[config.mk]
export PLATFORM = sky130hd
export DESIGN_NAME = led_pulse_stretcher
export DESIGN_NICKNAME = d
export VERILOG_FILES = /design/src/rtl/led_pulse_stretcher_pkg.sv /design/src/rtl/led_pulse_stretcher_cycle_timer.sv /design/src/rtl/led_pulse_stretcher.sv
export SDC_FILE = /design/constraint.sdc
export NUM_CORES = 1
export LEC_CHECK = 0
export CORE_AREA = 2 2 64 66
export CTS_CLUSTER_DIAMETER = 100
export CTS_CLUSTER_SIZE = 14
export DETAILED_ROUTE_END_ITERATION = 12
export DIE_AREA = 0 0 66 68
export DONT_BUFFER_PORTS = 1
export PLACE_DENSITY_LB_ADDON = 0.12
export SKIP_CTS_REPAIR_TIMING = 1
export SLEW_MARGIN = 20
export SYNTH_ARGS = -nofsm -noshare
export SYNTH_HDL_FRONTEND = slang
export SYNTH_HIERARCHICAL = 1
export SYNTH_SLANG_ARGS = --single-unit
export TNS_END_PERCENT = 20
[constraint.sdc]
create_clock -name clock -period 5.8 [get_ports clock]
set_input_delay 1.16 -clock clock [delete_from_list [all_inputs] [get_ports clock]]
set_output_delay 1.16 -clock clock [all_outputs]
set_load 0.005 [all_outputs]
[src/rtl/led_pulse_stretcher_pkg.sv]
// Shared constants for the LED pulse stretcher: state encoding, board-clock blink defaults, PWM width.
// The optional brightness feature in the top is enabled by defining LED_PWM_EN.
package led_pulse_stretcher_pkg;

  typedef enum logic [1:0] {
    IDLE = 2'd0,
    ON   = 2'd1,
    GAP  = 2'd2
  } state_t;

  // 50 ms on / 50 ms off at the 100 MHz board clock
  localparam int DEF_ON_CYCLES  = 32'd5000000;
  localparam int DEF_GAP_CYCLES = 32'd5000000;

  localparam int PWM_W = 32'd8;

  function automatic int max_int(input int a, input int b);
    if (a > b) begin
      return a;
    end else begin
      return b;
    end
  endfunction

endpackage

[src/rtl/led_pulse_stretcher_cycle_timer.sv]
// Loadable down-counter: load overrides, otherwise counts toward zero and holds there.
// done is high whenever the count has reached zero.
module cycle_timer #(
  parameter int W = 8
) (
  input  logic         clock,
  input  logic         reset,
  input  logic         load,
  input  logic [W-1:0] value,
  output logic         done
);

  logic [W-1:0] count_r;

  // count register: reload on request, decrement without wrapping
  always_ff @(posedge clock or posedge reset) begin
    if (reset) begin
      count_r <= {W{1'b0}};
    end else if (load) begin
      count_r <= value;
    end else if (count_r != {W{1'b0}}) begin
      count_r <= count_r - W'(1);
    end else begin
      count_r <= count_r;
    end
  end

  assign done = (count_r == {W{1'b0}});

endmodule

[src/rtl/led_pulse_stretcher.sv]
// Turns single-cycle event pulses into visible LED blinks (ON then GAP), queueing extra events.
// Define LED_PWM_EN to add a duty input that dims the LED during ON.
module led_pulse_stretcher
  import led_pulse_stretcher_pkg::*;
#(
  parameter int ON_CYCLES  = DEF_ON_CYCLES,
  parameter int GAP_CYCLES = DEF_GAP_CYCLES,
  parameter int PEND_W     = 4
) (
  input  logic              clock,
  input  logic              reset,
  input  logic              in,
`ifdef LED_PWM_EN
  input  logic [PWM_W-1:0]  duty,
`endif
  output logic              led,
  output logic              busy,
  output logic [PEND_W-1:0] pending,
  output logic              overflow
);

  localparam int TW = $clog2(max_int(ON_CYCLES, GAP_CYCLES) + 1);
  // Timer holds remaining cycles minus one so done marks the final cycle of a phase
  localparam logic [TW-1:0]     ON_LOAD   = TW'(ON_CYCLES - 1);
  localparam logic [TW-1:0]     GAP_LOAD  = TW'(GAP_CYCLES - 1);
  localparam logic [PEND_W-1:0] PEND_MAX  = {PEND_W{1'b1}};
  localparam logic [PEND_W-1:0] PEND_ONE  = PEND_W'(1);
  localparam logic [PEND_W-1:0] PEND_ZERO = {PEND_W{1'b0}};

  state_t            state_r, state_s;
  logic              timer_load_s;
  logic [TW-1:0]     timer_val_s;
  logic              timer_done_s;
  logic [PEND_W-1:0] pending_r, pending_s;
  logic              overflow_r, overflow_s;
  logic              led_r, led_on_s;
  logic              busy_r;

  cycle_timer #(.W(TW)) u_timer (
    .clock (clock),
    .reset (reset),
    .load  (timer_load_s),
    .value (timer_val_s),
    .done  (timer_done_s)
  );

  // next state, timer reload and event queue bookkeeping
  always_comb begin
    state_s      = state_r;
    timer_load_s = 1'b0;
    timer_val_s  = ON_LOAD;
    pending_s    = pending_r;
    overflow_s   = overflow_r;
    case (state_r)
      IDLE: begin
        if (in) begin
          state_s      = ON;
          timer_load_s = 1'b1;
          timer_val_s  = ON_LOAD;
        end else begin
          state_s = IDLE;
        end
      end
      ON: begin
        if (timer_done_s) begin
          state_s      = GAP;
          timer_load_s = 1'b1;
          timer_val_s  = GAP_LOAD;
        end else begin
          state_s = ON;
        end
        if (in && (pending_r == PEND_MAX)) begin
          overflow_s = 1'b1;
        end else if (in) begin
          pending_s = pending_r + PEND_ONE;
        end else begin
          pending_s = pending_r;
        end
      end
      GAP: begin
        if (timer_done_s) begin
          // A new event and a consumed one cancel, so the queue never overflows here
          if ((pending_r != PEND_ZERO) || in) begin
            state_s      = ON;
            timer_load_s = 1'b1;
            timer_val_s  = ON_LOAD;
            if (!in) begin
              pending_s = pending_r - PEND_ONE;
            end else begin
              pending_s = pending_r;
            end
          end else begin
            state_s = IDLE;
          end
        end else begin
          state_s = GAP;
          if (in && (pending_r == PEND_MAX)) begin
            overflow_s = 1'b1;
          end else if (in) begin
            pending_s = pending_r + PEND_ONE;
          end else begin
            pending_s = pending_r;
          end
        end
      end
      default: begin
        state_s      = IDLE;
        timer_load_s = 1'b1;
        timer_val_s  = ON_LOAD;
      end
    endcase
  end

`ifdef LED_PWM_EN
  logic [PWM_W-1:0] pwm_cnt_r;

  // free-running brightness counter
  always_ff @(posedge clock or posedge reset) begin
    if (reset) begin
      pwm_cnt_r <= {PWM_W{1'b0}};
    end else begin
      pwm_cnt_r <= pwm_cnt_r + PWM_W'(1);
    end
  end

  assign led_on_s = (state_s == ON) && (pwm_cnt_r < duty);
`else
  assign led_on_s = (state_s == ON);
`endif

  // state, queue and registered outputs
  always_ff @(posedge clock or posedge reset) begin
    if (reset) begin
      state_r    <= IDLE;
      pending_r  <= PEND_ZERO;
      overflow_r <= 1'b0;
      led_r      <= 1'b0;
      busy_r     <= 1'b0;
    end else begin
      state_r    <= state_s;
      pending_r  <= pending_s;
      overflow_r <= overflow_s;
      led_r      <= led_on_s;
      busy_r     <= (state_s != IDLE);
    end
  end

  assign led      = led_r;
  assign busy     = busy_r;
  assign pending  = pending_r;
  assign overflow = overflow_r;

endmodule

Word level (Yosys, flattened, before mapping)
Cells that the tools add are included.
{ "word_totals": {"word_cells": 48, "in_bits": 3, "regBits": 32} }
{ "classes": {"n_mux": 21, "eq_ne": 7, "reduce_logical": 11, "addsub": 3} }
{ "op_table": {"columns": ["operator", "n"], "rows": [
  ["$mux 23", 2],
  ["$logic_not 23->1", 1],
  ["$reduce_bool 23->1", 1],
  ["$sub 23x1->23 const B", 1],
  ["$mux 4", 5],
  ["$mux 1", 8],
  ["$pmux 4 s2", 1],
  ["$ne 3x3->1 const B", 2],
  ["$pmux 2 s3", 1],
  ["$reduce_bool 2->1", 3],
  ["$add 4x1->4 const B", 1],
  ["$eq 2x1->1 const B", 2],
  ["$eq 4x4->1 const B", 1],
  ["$mux 2", 2],
  ["$reduce_bool 4->1", 1],
  ["$sub 4x1->4 const B", 1],
  ["$pmux 1 s3", 1],
  ["$reduce_and 3->1", 1],
  ["$eq 2x2->1 const B", 1],
  ["$logic_not 2->1", 1],
  ["$ne 2x2->1 const B", 1],
  ["$pmux 1 s2", 1],
  ["$reduce_and 2->1", 1],
  ["$logic_and 1x1->1", 1],
  ["$logic_or 1x1->1", 1]
]} }

Logic depth before layout (Yosys ltp)
Gate-level depths: netlist of run 1.
{ "logic_depth": {"ltp_word": 6, "mapped_depth": 13, "depth_no_buf": 11} }

Hierarchy
The synthesis of run 1 kept the hierarchy.
{ "modules_own_cells": {"columns": ["module", "seq_area_each_um2", "cells_per_inst", "area_each_um2", "n_inst"], "rows": [
  ["cycle_timer", 575.6, 145, 1396.3, 1],
  ["led_pulse_stretcher", 225.2, 66, 616.8, 1]
]} }

Least setup slack after synthesis of run 1
Ideal clock, no wire load.
{ "synth_timing": {"kind": "register -> register", "start": "register u_timer.count_r[0]", "end": "register u_timer.count_r[10]", "stages_incl_launch_ff": 13, "path_buffers": 1, "slack_ps": 2650, "t_required_ps": 5662, "arrival_ps": 3013, "setup_time_ps": 138, "synth_period_minus_slack_ps": 3150, "cell_sequence": "dfrtp_1 > inv_1 > ha_1 > nor3b_2 > nand4_1 > buf_4 > nor2_1 > or2b_1 > o21ai_0 > a21oi_1 > clkinv_1 > o21ai_1 > o21ai_0"} }
{ "synth_via": {"elab_chain_len": 4, "elab_cells_between_ends": 9, "classes_between": "add/sub: 1; mux: 5; reduce/logical: 3"} }
{ "synth_lines": {"columns": ["item", "line", "text"], "rows": [
  ["from (decl)", "led_pulse_stretcher_cycle_timer.sv:13", "logic [W-1:0] count_r;"],
  ["from (signal assigned)", "led_pulse_stretcher_cycle_timer.sv:18", "count_r <= {W{1'b0}};"],
  ["from (signal assigned)", "led_pulse_stretcher_cycle_timer.sv:20", "count_r <= value;"],
  ["from (signal assigned)", "led_pulse_stretcher_cycle_timer.sv:22", "count_r <= count_r - W'(1);"],
  ["$logic_not 23->1 *", "led_pulse_stretcher_cycle_timer.sv:28", "assign done = (count_r == {W{1'b0}});"],
  ["named net timer_done_s", "led_pulse_stretcher.sv:33", "logic timer_done_s;"],
  ["$mux 1, on equally long branches", "led_pulse_stretcher.sv:81, led_pulse_stretcher.sv:65", null],
  ["$pmux 1 s3 *", "led_pulse_stretcher.sv:54", "case (state_r)"],
  ["named net timer_load_s", "led_pulse_stretcher.sv:31", "logic timer_load_s;"],
  ["$mux 23 or $reduce_bool 2->1 (tied branches)", null, null]
]} }
The timed path passes the listed nets; every way through them passes the cells marked *. The select of a mux whose other input is x is not followed.
A chain may end at the register's enable or synchronous reset.

Final worst setup path of run 1
{ "layout_timing": {"start": "register u_timer.count_r[0]", "end": "register u_timer.count_r[13]"} }
The elaborated chain is that of the path after synthesis.

==> metrics.yaml, run 1 <==
initialDrtViolationCount: 65
r2r-start: "u_timer/count_r[0]"
cts_buffer_depth: 2
n_antenna_cell: 0
cp-start-kind: "flip-flop"
required_ns: 5.93
synth-seq-cells: 32
critical_path_class: "flip-flop to flip-flop"
r2r_setup_slack_ns: 1.58
hpwl_mm: 2.93
ys.flop_type: "dfrtp_1"
yosysSeqAreaShare: 0.398
startpoint: "u_timer/count_r[0]"
p_leak_nw: 0.897
r2r-end: "u_timer/count_r[13]"
grt_pass1_wl_mm: 7.11
reg2reg_depth: 12
fill_cells: 360
drive_gt1_frac: 0.0936
fp.dieW_um: 66
p_per_area_nw_per_um2: 359
place.gp.congestion: 0.770
async_flop_share: 1.00
multi_input_area_um2: 1220
start_util: 0.522
io_pins: 10
cts-htree-levels: 2
clk_latency_ns: 0.29
peakVddDrop_v: 0.000245
die-height_um: 68
syn_inst: 211
status: "finished, final reports clean"
clock_sinks: 32
max_slew_margin: 0.392
routedWlPerCell_um: 14.4
finalSetupViolCount: 0
rsz0062_at_grt: "false"
antenna_found_initial: 0
cts_root_buf: "clkbuf_8"
synth-edff-count: 0
yosysWarnings: 6
route.detailed.drc: 0
portBuffers: 0
cts-buffers-inserted: 5
worstHoldStart: "overflow"
fp.coreArea_um2: 3860
worstMarginPinSlew_ns: 0.904
vias: 1607
hp-class: "flip-flop to flip-flop"
grt-ovfl-total: 0
dpl_worst_slack_ns: 1.62
arrival_ns: 4.36
grt_pass1_vias: 1503
drv_cap: 0
slew_viol_final: 0
hold_violations: 0
hold_end: "overflow"
max_clock_freq_mhz: 237
finClkSkew_ns: 0.00335
die_area_um2: 4490
ys_types: 59
ant_nets: 0
cp-end-kind: "flip-flop"
totalNegativeSetupSlack_ns: 0
period_needed_ns: 4.22
seqCellArea_um2: 801
fin_crit_sh: 0.728
clk_pin_slew_worst_paths_ns: 0.07
met1_length_mm: 1.98
row_count: 23
layout.nets: 241
wl_met3_um: 114
syn_area_per_cell_um2: 9.54
area_growth_pct: 10.3
holdPathStages: 1
route.met2.wl_mm: 1.93
firstDrtPassIters: 4
worst-path-max-fanout: 33
routed_wl_mm: 4.11
routed.top_layer: "met4"
vias_per_cell: 5.64
grt_max_degree: 34
grt_usage: 0.213
setup_ws_ns: 1.58
syn-cell-area_um2: 2010
cts_tree: "yes"
-- synthesized netlist by cell type, types with 3 or more instances --
| master | number | area share |
|---|---|---|
| a21oi_1 | 5 | 0.012 |
| a2bb2oi_1 | 3 | 0.013 |
| dfrtp_1 | 32 | 0.40 |
| ha_1 | 4 | 0.025 |
| inv_1 | 8 | 0.015 |
| nand2_1 | 27 | 0.050 |
| nand3_1 | 5 | 0.012 |
| nand4_1 | 4 | 0.012 |
| nor2_1 | 9 | 0.017 |
| nor3_1 | 5 | 0.012 |
| nor4_1 | 4 | 0.012 |
| o21ai_0 | 19 | 0.047 |
| o31ai_1 | 11 | 0.041 |
| o41ai_1 | 3 | 0.013 |
| or4_1 | 3 | 0.011 |
| xnor2_1 | 5 | 0.022 |
| xor2_1 | 9 | 0.039 |
-- registers in the layout (all words and copies together), names as in the netlist --
signal           cells
pending              4
u_timer/count_r     23
state_r              2
led                  1
overflow             1
busy                 1
-- layout make-up --
| class | count | area share |
|---|---|---|
| repair buffers | 1 | 0.00338 |
| clock buffers | 8 | 0.0406 |
| flip-flops and latches | 32 | 0.361 |
| well taps | 50 | 0.0282 |
| inverters | 9 | 0.0152 |
| multi-input cells | 185 | 0.552 |
-- through the flow --
stage | total power [W] | cell area (um2) | hold WS (ns) | instances | util
after floorplan | 0.000566 | 2090 | 0.459 | 232 | -
after global placement | 0.000608 | 2130 | 0.488 | 277 | 0.552
after detailed placement | 0.000622 | 2130 | 0.483 | 277 | 0.552
after CTS | 0.000804 | 2220 | 0.498 | 285 | 0.576
after global routing | 0.000856 | 2220 | 0.523 | 285 | 0.576
final | 0.000797 | 2220 | 0.495 | 285 | 0.576
-- how the worst max path moves through the flow --
stage                          end  slack, ns  cells past startpoint
4_1_cts        u_timer/count_r[13]       1.60                     12
2_1_floorplan  u_timer/count_r[10]       2.65                     12
6_report       u_timer/count_r[13]       1.58                     12
3_5_place_dp   u_timer/count_r[13]       1.62                     12
5_1_grt        u_timer/count_r[13]       1.19                     12
3_3_place_gp   u_timer/count_r[12]       1.92                     12
-- per-layer routing --
layer / global-route usage / vias to the layer above
met2: 0.331 / 27
met1: 0.290 / 768
met4: 0.0918 / 0
li1: - / 804
met5: 0 / -
met3: 0.0428 / 8
-- placed cells by master (no fill, tap or decap), types with 3 or more instances in the layout --
cell type / count
dfrtp_1: 32
nand2_1: 27
conb_1: 23
o21ai_0: 19
o31ai_1: 11
nor2_1: 9
xor2_1: 9
inv_1: 8
clkbuf_8: 6
nand3_1: 5
xnor2_1: 5
nor3_1: 5
a21oi_1: 4
ha_1: 4
nor4_1: 4
nand4_1: 4
or4_1: 3
a2bb2oi_1: 3
o41ai_1: 3
-- power breakdown --
group | total [W] | leakage [nW] | internal, W | switching [W]
combinational | 0.000220 | 0.479 | 0.000109 | 0.000111
sequential | 0.000399 | 0.373 | 0.000294 | 0.000105
clock | 0.000178 | 0.0455 | 0.0000967 | 0.0000815
-- critical path, stage by stage, from the launching register on --
cell      delay [ns]
dfrtp_1         0.43
inv_1           0.10
ha_1            0.17
nor3b_2         0.45
nand4_1         0.52
nor2_1          0.66
or2b_1          0.23
o21ai_0         0.12
a21oi_2         0.14
buf_4           0.30
clkinv_1        0.34
o21ai_1         0.38
o21ai_0         0.22
-- kinds of logic after synthesis --
family | count (synthesis) | share of synthesized area
AND/OR/NAND/NOR | 85 | 0.268
AO/OA/AOI/OAI | 56 | 0.193
flip-flops | 32 | 0.398
buffers and inverters | 15 | 0.0348
XOR/XNOR | 14 | 0.0609
adder cells (fa/ha/maj) | 4 | 0.0249
multiplexers | 3 | 0.0174
other | 2 | 0.00373
Note: power is estimated with default switching activity, not from simulation.
==> run 2, diff against run 1 <==
Clock period 5.8 ns to 3.9 ns, I/O delays scaled along.
==> run 2 against run 1 <==
Compared with the run above:
- power up 51%
- combinational power increased by 55%
- hold slack lost 0.15 ns
- non-clock buffer count increased by 4
- critical endpoint unchanged
==> metrics.yaml, run 2 (same netlist as run 1, synthesis figures left out) <==
vias: 1633  # was 1,607
ant_nets: 0  # unchanged
layout_commonest_cell: "dfrtp_1"  # unchanged
rsz0062_at_grt: "false"  # unchanged
io_pins: 10  # unchanged
clk_pin_slew_worst_paths_ns: 0.06  # was 0.07 ns
grt_pass1_vias: 1556  # was 1,503
fill_cells: 353  # was 360
worstSetupEndpoint: "u_timer/count_r[13]"  # unchanged
grt_usage: 0.218  # was 0.213
layout.nets: 245  # was 241
cp.depth: 12  # unchanged
top_register: "u_timer/count_r"  # unchanged
clk_latency_ns: 0.29  # about the same
place.gp.congestion: 0.761  # was 0.770
row_count: 23  # unchanged
dpl_worst_slack_ns: 0.658  # was 1.62 ns
vias_per_cell: 5.67  # was 5.64
worst-path-max-fanout: 12  # was 33
p_comb_frac: 0.283  # was 0.275
crit_top_cell: "o21ai_0"  # unchanged
startpoint: "u_timer/count_r[0]"  # unchanged
slew_viol_final: 0  # unchanged
initialDrtViolationCount: 104  # was 65
whs_ns: 0.344  # was 0.495 ns
die-height_um: 68  # unchanged
path_cells: "inv_1 > ha_1 > nor3b_2 > nand4_1 > buf_4 > nor2_1 > or2b_1 > o21ai_0 > a21oi_2 > clkinv_1 > o21ai_1 > o21ai_0"  # was inv_1 > ha_1 > nor3b_2 > nand4_1 > nor2_1 > or2b_1 > o21ai_0 > a21oi_2 > buf_4 > clkinv_1 > o21ai_1 > o21ai_0
arrival_ns: 3.43  # was 4.36 ns
cts-buffers-inserted: 5  # unchanged
crit_family: "simple AND/OR/NAND/NOR gates"  # unchanged
cts-htree-levels: 2  # unchanged
pwr-share-seq: 0.491  # was 0.501
swShare: 0.369  # was 0.374
antenna_found_initial: 0  # unchanged
peakVddDrop_v: 0.000367  # was 0.000245 V
p_sw_w: 0.000446  # was 0.000298 W
totalNegativeSetupSlack_ns: 0  # unchanged
hpwl_mm: 2.99  # was 2.93 mm
layout_common_cells: "dfrtp_1, nand2_1, conb_1"  # unchanged
drive_gt1_frac: 0.113  # was 0.0936
cp-end-kind: "flip-flop"  # unchanged
cts_buffer_depth: 2  # unchanged
status: "finished, final reports clean"  # unchanged
r2r_setup_slack_ns: 0.61  # was 1.58 ns
grt-ovfl-total: 0  # unchanged
max_clock_freq_mhz: 304  # was 237 MHz
cts_root_buf: "clkbuf_8"  # unchanged
finClkSkew_ns: 0.00606  # was 0.00335 ns
finalSetupViolCount: 0  # unchanged
setup_ws_ns: 0.612  # was 1.58 ns
die_area_um2: 4490  # unchanged
firstDrtPassIters: 4  # unchanged
power_frac_clock: 0.226  # was 0.223
grt_max_degree: 33  # was 34
cp-start-kind: "flip-flop"  # unchanged
start_util: 0.522  # unchanged
portBuffers: 0  # unchanged
largest_reg_flops: 23  # unchanged
drv_cap: 0  # unchanged
p_per_area_nw_per_um2: 535  # was 359 nW/um2
required_ns: 4.04  # was 5.93 ns
fin_crit_sh: 0.843  # was 0.728
fp.coreArea_um2: 3860  # unchanged
p_leak_nw: 0.922  # was 0.897 nW
crit_buf_inv: 3  # unchanged
fp.dieW_um: 66  # unchanged
clock_sinks: 32  # unchanged
r2r-end: "u_timer/count_r[13]"  # unchanged
critical_path_class: "flip-flop to flip-flop"  # unchanged
route.detailed.drc: 0  # unchanged
max_slew_margin: 0.401  # was 0.392
routed_wl_mm: 4.27  # was 4.11 mm
hp-class: "primary input to async pin"  # was flip-flop to flip-flop
internal_power_w: 0.000760  # was 0.000499 W
crit_slowest_cell: "nor3b_2"  # was nor2_1
r2r-start: "u_timer/count_r[0]"  # unchanged
area_growth_pct: 12.1  # was 10.3%
grt_pass1_wl_mm: 7.42  # was 7.11 mm
reg2reg_depth: 12  # unchanged
n_antenna_cell: 0  # unchanged
routedWlPerCell_um: 14.8  # was 14.4 um
worstMarginPinSlew_ns: 0.897  # was 0.904 ns
slowest_delay_ns: 0.48  # was 0.66 ns
cts_tree: "yes"  # unchanged
period_needed_ns: 3.29  # was 4.22 ns
hold_violations: 0  # unchanged
## run 2: cell count changes in the layout (fill, tap and decap cells not counted), sizes merged
cell,before,now
clkbuf,8,7
buf,1,5
## run 2: metrics by stage
stage           util  area (um2)  total power (W)  cells
3_3_place_gp   0.560        2160         0.000909    281
3_5_place_dp   0.560        2160         0.000934    281
5_1_grt        0.585        2260          0.00129    288
4_1_cts        0.585        2260          0.00121    288
2_1_floorplan      -        2090         0.000841    232
6_report       0.585        2260          0.00121    288
## run 2: routing by layer
layer  track usage  up-vias  wire [um]
li1              -      808          -
met1         0.292      790       1980
met2         0.354       30       2060
met3        0.0493        5        168
met4        0.0714        0         68
met5             0        -          0
## run 2: layout make-up
| cell class | count | area, um2 | share of cell area |
|---|---|---|---|
| clock buffer | 7 | 96.3 | 0.0427 |
| inverter | 9 | 33.8 | 0.0150 |
| tap | 50 | 62.6 | 0.0277 |
| timing repair buffer | 5 | 37.5 | 0.0166 |
| sequential | 32 | 801 | 0.355 |
| multi-input combinational | 185 | 1220 | 0.543 |
## run 2: worst min-delay path by stage
| stage | end | cells after the start |
|---|---|---|
| after CTS | pending[2] | 1 |
| after global placement | overflow | 1 |
| after floorplan | overflow | 1 |
| final | pending[1] | 1 |
| after detailed placement | overflow | 1 |
| after global routing | pending[1] | 1 |
## run 2: worst register-to-register path, stage by stage (launching register included)
cell and delay, ns:
dfrtp_1 0.43, inv_1 0.10, ha_1 0.18, nor3b_2 0.48, nand4_1 0.16, buf_4 0.22, nor2_1 0.25, or2b_1 0.20
o21ai_0 0.13, a21oi_2 0.17, clkinv_1 0.26, o21ai_1 0.39, o21ai_0 0.19
## run 2: power groups by stage
| stage | sequential (W) | clock (W) | combinational, W |
|---|---|---|---|
| after floorplan | 0.000561 | 0 | 0.000280 |
| after global placement | 0.000590 | 0 | 0.000319 |
| after detailed placement | 0.000595 | 0 | 0.000339 |
| after CTS | 0.000591 | 0.000280 | 0.000342 |
| after global routing | 0.000611 | 0.000293 | 0.000387 |
| final | 0.000592 | 0.000273 | 0.000341 |
==> run 3, diff against run 2 <==
Clock period 3.9 ns to 3.08 ns, I/O delays scaled along.
==> run 3 against run 2 <==
Compared with the run above:
- setup slack worse by 0.20 ns
- critical path depth shrank 2
- cell count increased by 1.7%
- non-clock buffer count is 4 higher
- register-to-register slack got worse by 0.20 ns
- core utilization is 1.2 points higher
- clock skew decreased by 0.0013 ns
- largest cell class unchanged
==> metrics.yaml, run 3 (same netlist as run 1, synthesis figures left out) <==
p_leak_nw: 0.945  # was 0.922 nW
fin_util: 0.597  # was 0.585
p_per_area_nw_per_um2: 689  # was 535 nW/um2
cts-buffers-inserted: 5  # unchanged
clock_sinks: 32  # unchanged
max_slew_margin: 0.417  # was 0.401
largest_reg_flops: 23  # unchanged
top_register: "u_timer/count_r"  # unchanged
fp.dieW_um: 66  # unchanged
routed.top_layer: "met4"  # unchanged
vias: 1624  # was 1,633
start_util: 0.522  # unchanged
power_frac_clock: 0.253  # was 0.226
r2r_setup_slack_ns: 0.42  # was 0.61 ns
grt_usage: 0.218  # about the same
internal_power_w: 0.00101  # was 0.000760 W
hpwl_mm: 3.00  # was 2.99 mm
critical_path_class: "flip-flop to flip-flop"  # unchanged
hold_violations: 0  # unchanged
worstMarginPinSlew_ns: 0.874  # was 0.897 ns
cp-end-kind: "flip-flop"  # unchanged
crit_buf_inv: 2  # was 3
clk_latency_ns: 0.29  # about the same
row_count: 23  # unchanged
peakVddDrop_v: 0.000421  # was 0.000367 V
max_clock_freq_mhz: 375  # was 304 MHz
cts-htree-levels: 2  # unchanged
fp.coreArea_um2: 3860  # unchanged
cp-start-kind: "flip-flop"  # unchanged
layout_commonest_cell: "dfrtp_1"  # unchanged
initialDrtViolationCount: 56  # was 104
finClkSkew_ns: 0.00474  # was 0.00606 ns
worst-path-max-fanout: 7  # was 12
layout.nets: 249  # was 245
placed_cells: 285  # was 281
crit_slowest_cell: "dfrtp_1"  # was nor3b_2
swShare: 0.361  # was 0.369
grt_pass1_vias: 1638  # was 1,556
p_total_w: 0.00159  # was 0.00121 W
totalNegativeSetupSlack_ns: 0  # unchanged
fill_cells: 346  # was 353
vias_per_cell: 5.54  # was 5.67
cts_buffer_depth: 2  # unchanged
cts_root_buf: "clkbuf_8"  # unchanged
met1_length_mm: 2.02  # was 1.98 mm
grt-ovfl-total: 0  # unchanged
routed_wl_mm: 4.24  # was 4.27 mm
slowest_delay_ns: 0.43  # was 0.48 ns
p_sw_w: 0.000573  # was 0.000446 W
place.gp.congestion: 0.787  # was 0.761
hp-class: "primary input to async pin"  # unchanged
wl_met3_um: 121  # was 168 um
portBuffers: 0  # unchanged
n_antenna_cell: 0  # unchanged
fin_crit_sh: 0.865  # was 0.843
route.met2.wl_mm: 2.03  # was 2.06 mm
pwr-share-seq: 0.471  # was 0.491
grt_max_degree: 33  # unchanged
antenna_found_initial: 0  # unchanged
place_area_um2: 2190  # was 2160 um2
routedWlPerCell_um: 14.5  # was 14.8 um
die-height_um: 68  # unchanged
firstDrtPassIters: 4  # unchanged
ant_nets: 0  # unchanged
crit_family: "simple AND/OR/NAND/NOR gates"  # unchanged
route.detailed.drc: 0  # unchanged
fin_area_um2: 2300  # was 2260 um2
die_area_um2: 4490  # unchanged
area_growth_pct: 14.4  # was 12.1%
final_cells: 293  # was 288
grt_pass1_wl_mm: 7.38  # was 7.42 mm
path_cells: "inv_1 > ha_1 > nor3b_2 > nand4_1 > nor2_2 > buf_4 > nand4bb_2 > a31oi_4 > mux2_4 > a311o_1"  # was inv_1 > ha_1 > nor3b_2 > nand4_1 > buf_4 > nor2_1 > or2b_1 > o21ai_0 > a21oi_2 > clkinv_1 > o21ai_1 > o21ai_0
arrival_ns: 2.84  # was 3.43 ns
p_comb_frac: 0.276  # was 0.283
required_ns: 3.25  # was 4.04 ns
io_pins: 10  # unchanged
rsz0062_at_grt: "false"  # unchanged
drive_gt1_frac: 0.136  # was 0.113
status: "finished, final reports clean"  # unchanged
clk_pin_slew_worst_paths_ns: 0.07  # was 0.06 ns
cts_tree: "yes"  # unchanged
period_needed_ns: 2.66  # was 3.29 ns
finalSetupViolCount: 0  # unchanged
drv_cap: 0  # unchanged
slew_viol_final: 0  # unchanged
layout_common_cells: "dfrtp_1, nand2_1, conb_1"  # unchanged
==> run 3: changes by cell type in the layout (fill, tap and decap cells not counted) <==
cell,delta
buf_4,+4
clkbuf_8,-2
bufinv_16,+1
clkinv_2,+1
clkinvlp_4,+1
nor2_1,-1
nor2_2,+1
==> run 3: power by group through the flow <==
stage          combinational, W  clock [W]  sequential (W)
6_report               0.000438   0.000401        0.000747
5_1_grt                0.000499   0.000428        0.000770
4_1_cts                0.000439   0.000414        0.000745
3_5_place_dp           0.000437          0        0.000751
3_3_place_gp           0.000418          0        0.000744
2_1_floorplan          0.000355          0        0.000710
==> run 3: metal layers <==
layer | global-route usage | up-vias
li1 | - | 817
met5 | 0 | -
met1 | 0.279 | 781
met2 | 0.352 | 21
met4 | 0.0944 | 0
met3 | 0.0543 | 5
==> run 3: cell type report <==
type / instances / area, um2 / area share
clock buffer: 5 / 68.8 / 0.0299
tap: 50 / 62.6 / 0.0272
timing repair buffer: 9 / 67.6 / 0.0293
inverter: 9 / 33.8 / 0.0147
multi-input combinational: 185 / 1230 / 0.533
clock inverter: 3 / 42.5 / 0.0185
sequential: 32 / 801 / 0.348
==> run 3: worst reg2reg max path: stages (launching register included) <==
cell and delay [ns]:
dfrtp_1 0.43, inv_1 0.10, ha_1 0.18, nor3b_2 0.19
nand4_1 0.17, nor2_2 0.23, buf_4 0.18, nand4bb_2 0.14
a31oi_4 0.29, mux2_4 0.33, a311o_1 0.32
==> run 3: path summary, 6_finish.rpt <==
check,from,to,cells after the start
max in group asynchronous,reset,u_timer/count_r[15],1
max reg2reg,u_timer/count_r[0],pending[1],10
min in group clock,in,led,2
min,reset,pending[3],1
min reg2reg,overflow,overflow,1
max,u_timer/count_r[0],pending[1],10
==> run 3: stage by stage <==
step                      setup slack [ns]  hold slack, ns
after floorplan                     0.0609           0.444
after global placement               0.440           0.487
after detailed placement             0.401           0.493
after CTS                            0.385           0.184
after global routing                0.0509           0.191
final                                0.416           0.182
==> patch, RTL diff (flow settings as in run 1) <==
Encoding of `state_t`: now one-hot (3 bits for 3 states).
--- a/src/rtl/led_pulse_stretcher_pkg.sv
+++ b/src/rtl/led_pulse_stretcher_pkg.sv
@@ -2,10 +2,10 @@
 // The optional brightness feature in the top is enabled by defining LED_PWM_EN.
 package led_pulse_stretcher_pkg;
 
-  typedef enum logic [1:0] {
-    IDLE = 2'd0,
-    ON   = 2'd1,
-    GAP  = 2'd2
+  typedef enum logic [2:0] {
+    IDLE = 3'b001,
+    ON   = 3'b010,
+    GAP  = 3'b100
   } state_t;
 
   // 50 ms on / 50 ms off at the 100 MHz board clock
Behaviour: no difference found for any inputs over 10 cycles, from zero or initial values and one cycle with reset high; not proved beyond that.
==> patch against run 1 <==
Sequential power up 24%; sequential share of layout area down 0.37 points; synthesized area up 4.2%; synthesized cell count up 4.3%; total power up 45%; critical endpoint unchanged; wire length down 2.9%; worst hold slack worse by 0.012 ns; critical path depth down 1; worst setup slack worse by 0.071 ns; global-route usage down 0.32 points; clock power up 25%; design area up 4.3%; sequential cell count up 1; final cell count up 2.1%.
==> patch: results (changes against run 1) <==
Place
  – Placed Area: 2200 µm² (+3.3%)
  – Placed cells: 283 (+2.2%)
  – HPWL Detailed: 2740 µm (-6.3%)
  – Placer Congestion: 0.799 (+3.8%)
  – Place WS: 1.55 ns (-0.0759 ns)

Global route
  – Met3 usage: 5.92% (+1.6 points)
  – Global-route wire length before repair: 7120 µm (about the same)
  – Total GRT Usage: 21.0% (-0.32 points)
  – Largest net degree at the start of global routing: 34 (unchanged)
  – Antenna violations before repair: 0 (unchanged)
  – Met2 Use GR: 29.4% (-3.7 points)
  – GR Layer Usage met1: 31.1% (+2.1 points)

Timing
  – Layout Skew: 0.00474 ns (+0.00140 ns)
  – Min Hold Slack: 0.483 ns (-0.0122 ns)
  – Period utilisation layout: 74.0% (+1.2 points)
  – Worst-Margin Slew: 0.866 ns (-0.0378 ns)

Finish
  – Multi-In Gates: 191 (+3.2%)
  – Fill cells: 357 (-0.83%)
  – Final non-filler cell total: 291 (+2.1%)
  – Non-clk invs: 8 (-1)
  – Multi-input logic area: 1270 µm² (+3.9%)
  – Clock buf/inv share: 5.02% (+0.97 points)
  – Share of layout cells above drive strength 1: 9.13% (-0.23 points)
  – Layout non-clock buf frac: 0.324% (-0.014 points)
  – Multi-input gate share of total cell area: 54.9% (-0.24 points)
  – Number of flip-flops and latches: 33 (+3.1%)
  – CLK BUF: 7 (-1)
  – Sequential cell area: 827 µm² (+3.3%)

Routing
  – First-iteration detailed-routing DRC count: 111 (+71%)
  – DR WL/cell: 13.7 µm (-4.9%)
  – Via-per-instance ratio: 5.70 (+1.1%)

Power and ir drop
  – Leak: 0.930 nW (+3.7%)
  – IR drop worst, VDD: 243 µV (-0.88%)

Min path
  – Worst Hold Class: register to register

Synth
  – Top cells by area, synth: dfrtp_1, nand2_1, o21ai_0
  – Fraction of the mapped netlist area in adder cells: 2.39% (-0.10 points)
  – Post-synthesis mux area share: 0.954% (-0.79 points)
  – Synth Instances: 220 (+4.3%)
  – Seq/Total Area, Yosys: 39.4% (-0.36 points)
  – Synth cell types: 62 (+5.1%)
  – Post-synthesis compound-gate area fraction: 19.7% (+0.47 points)
  – Xor-xnor portion of the synthesized cell area: 5.84% (-0.25 points)
  – Synth top cells by count: dfrtp_1, nand2_1, o21ai_0, o31ai_1, xor2_1

Critical path
  – R2R cell count: 11 (-1)

Run status
  – Run status: finished clean

Clock tree
  – Root buffer cell: clkbuf_8
## patch: worst max-delay path, stage by stage (launching register included)
cell      delay, ns
dfrtp_1        0.43
inv_1          0.10
ha_1           0.17
nor3b_2        0.45
nand4_1        0.52
nor2_1         0.62
o21ai_0        0.36
a211oi_4       0.30
buf_4          0.32
clkinv_1       0.34
o21ai_1        0.35
o21ai_0        0.18
## patch: layer usage
layer  routed length [µm]  up-vias
met5                    0        -
met4                   63        0
met3                  201        5
met2                 1720       41
met1                 2010      770
li1                     -      843
## patch: worst max path at each step
stage                     endpoint  cells after the start
6_report       u_timer/count_r[13]                     11
5_1_grt        u_timer/count_r[10]                     11
4_1_cts        u_timer/count_r[12]                     11
3_5_place_dp   u_timer/count_r[12]                     11
2_1_floorplan  u_timer/count_r[10]                     11
3_3_place_gp   u_timer/count_r[12]                      9
## patch: power breakdown
part | switching [W] | internal, W
clock network | 0.0000828 | 0.000140
registers | 0.000150 | 0.000345
logic | 0.000238 | 0.000199
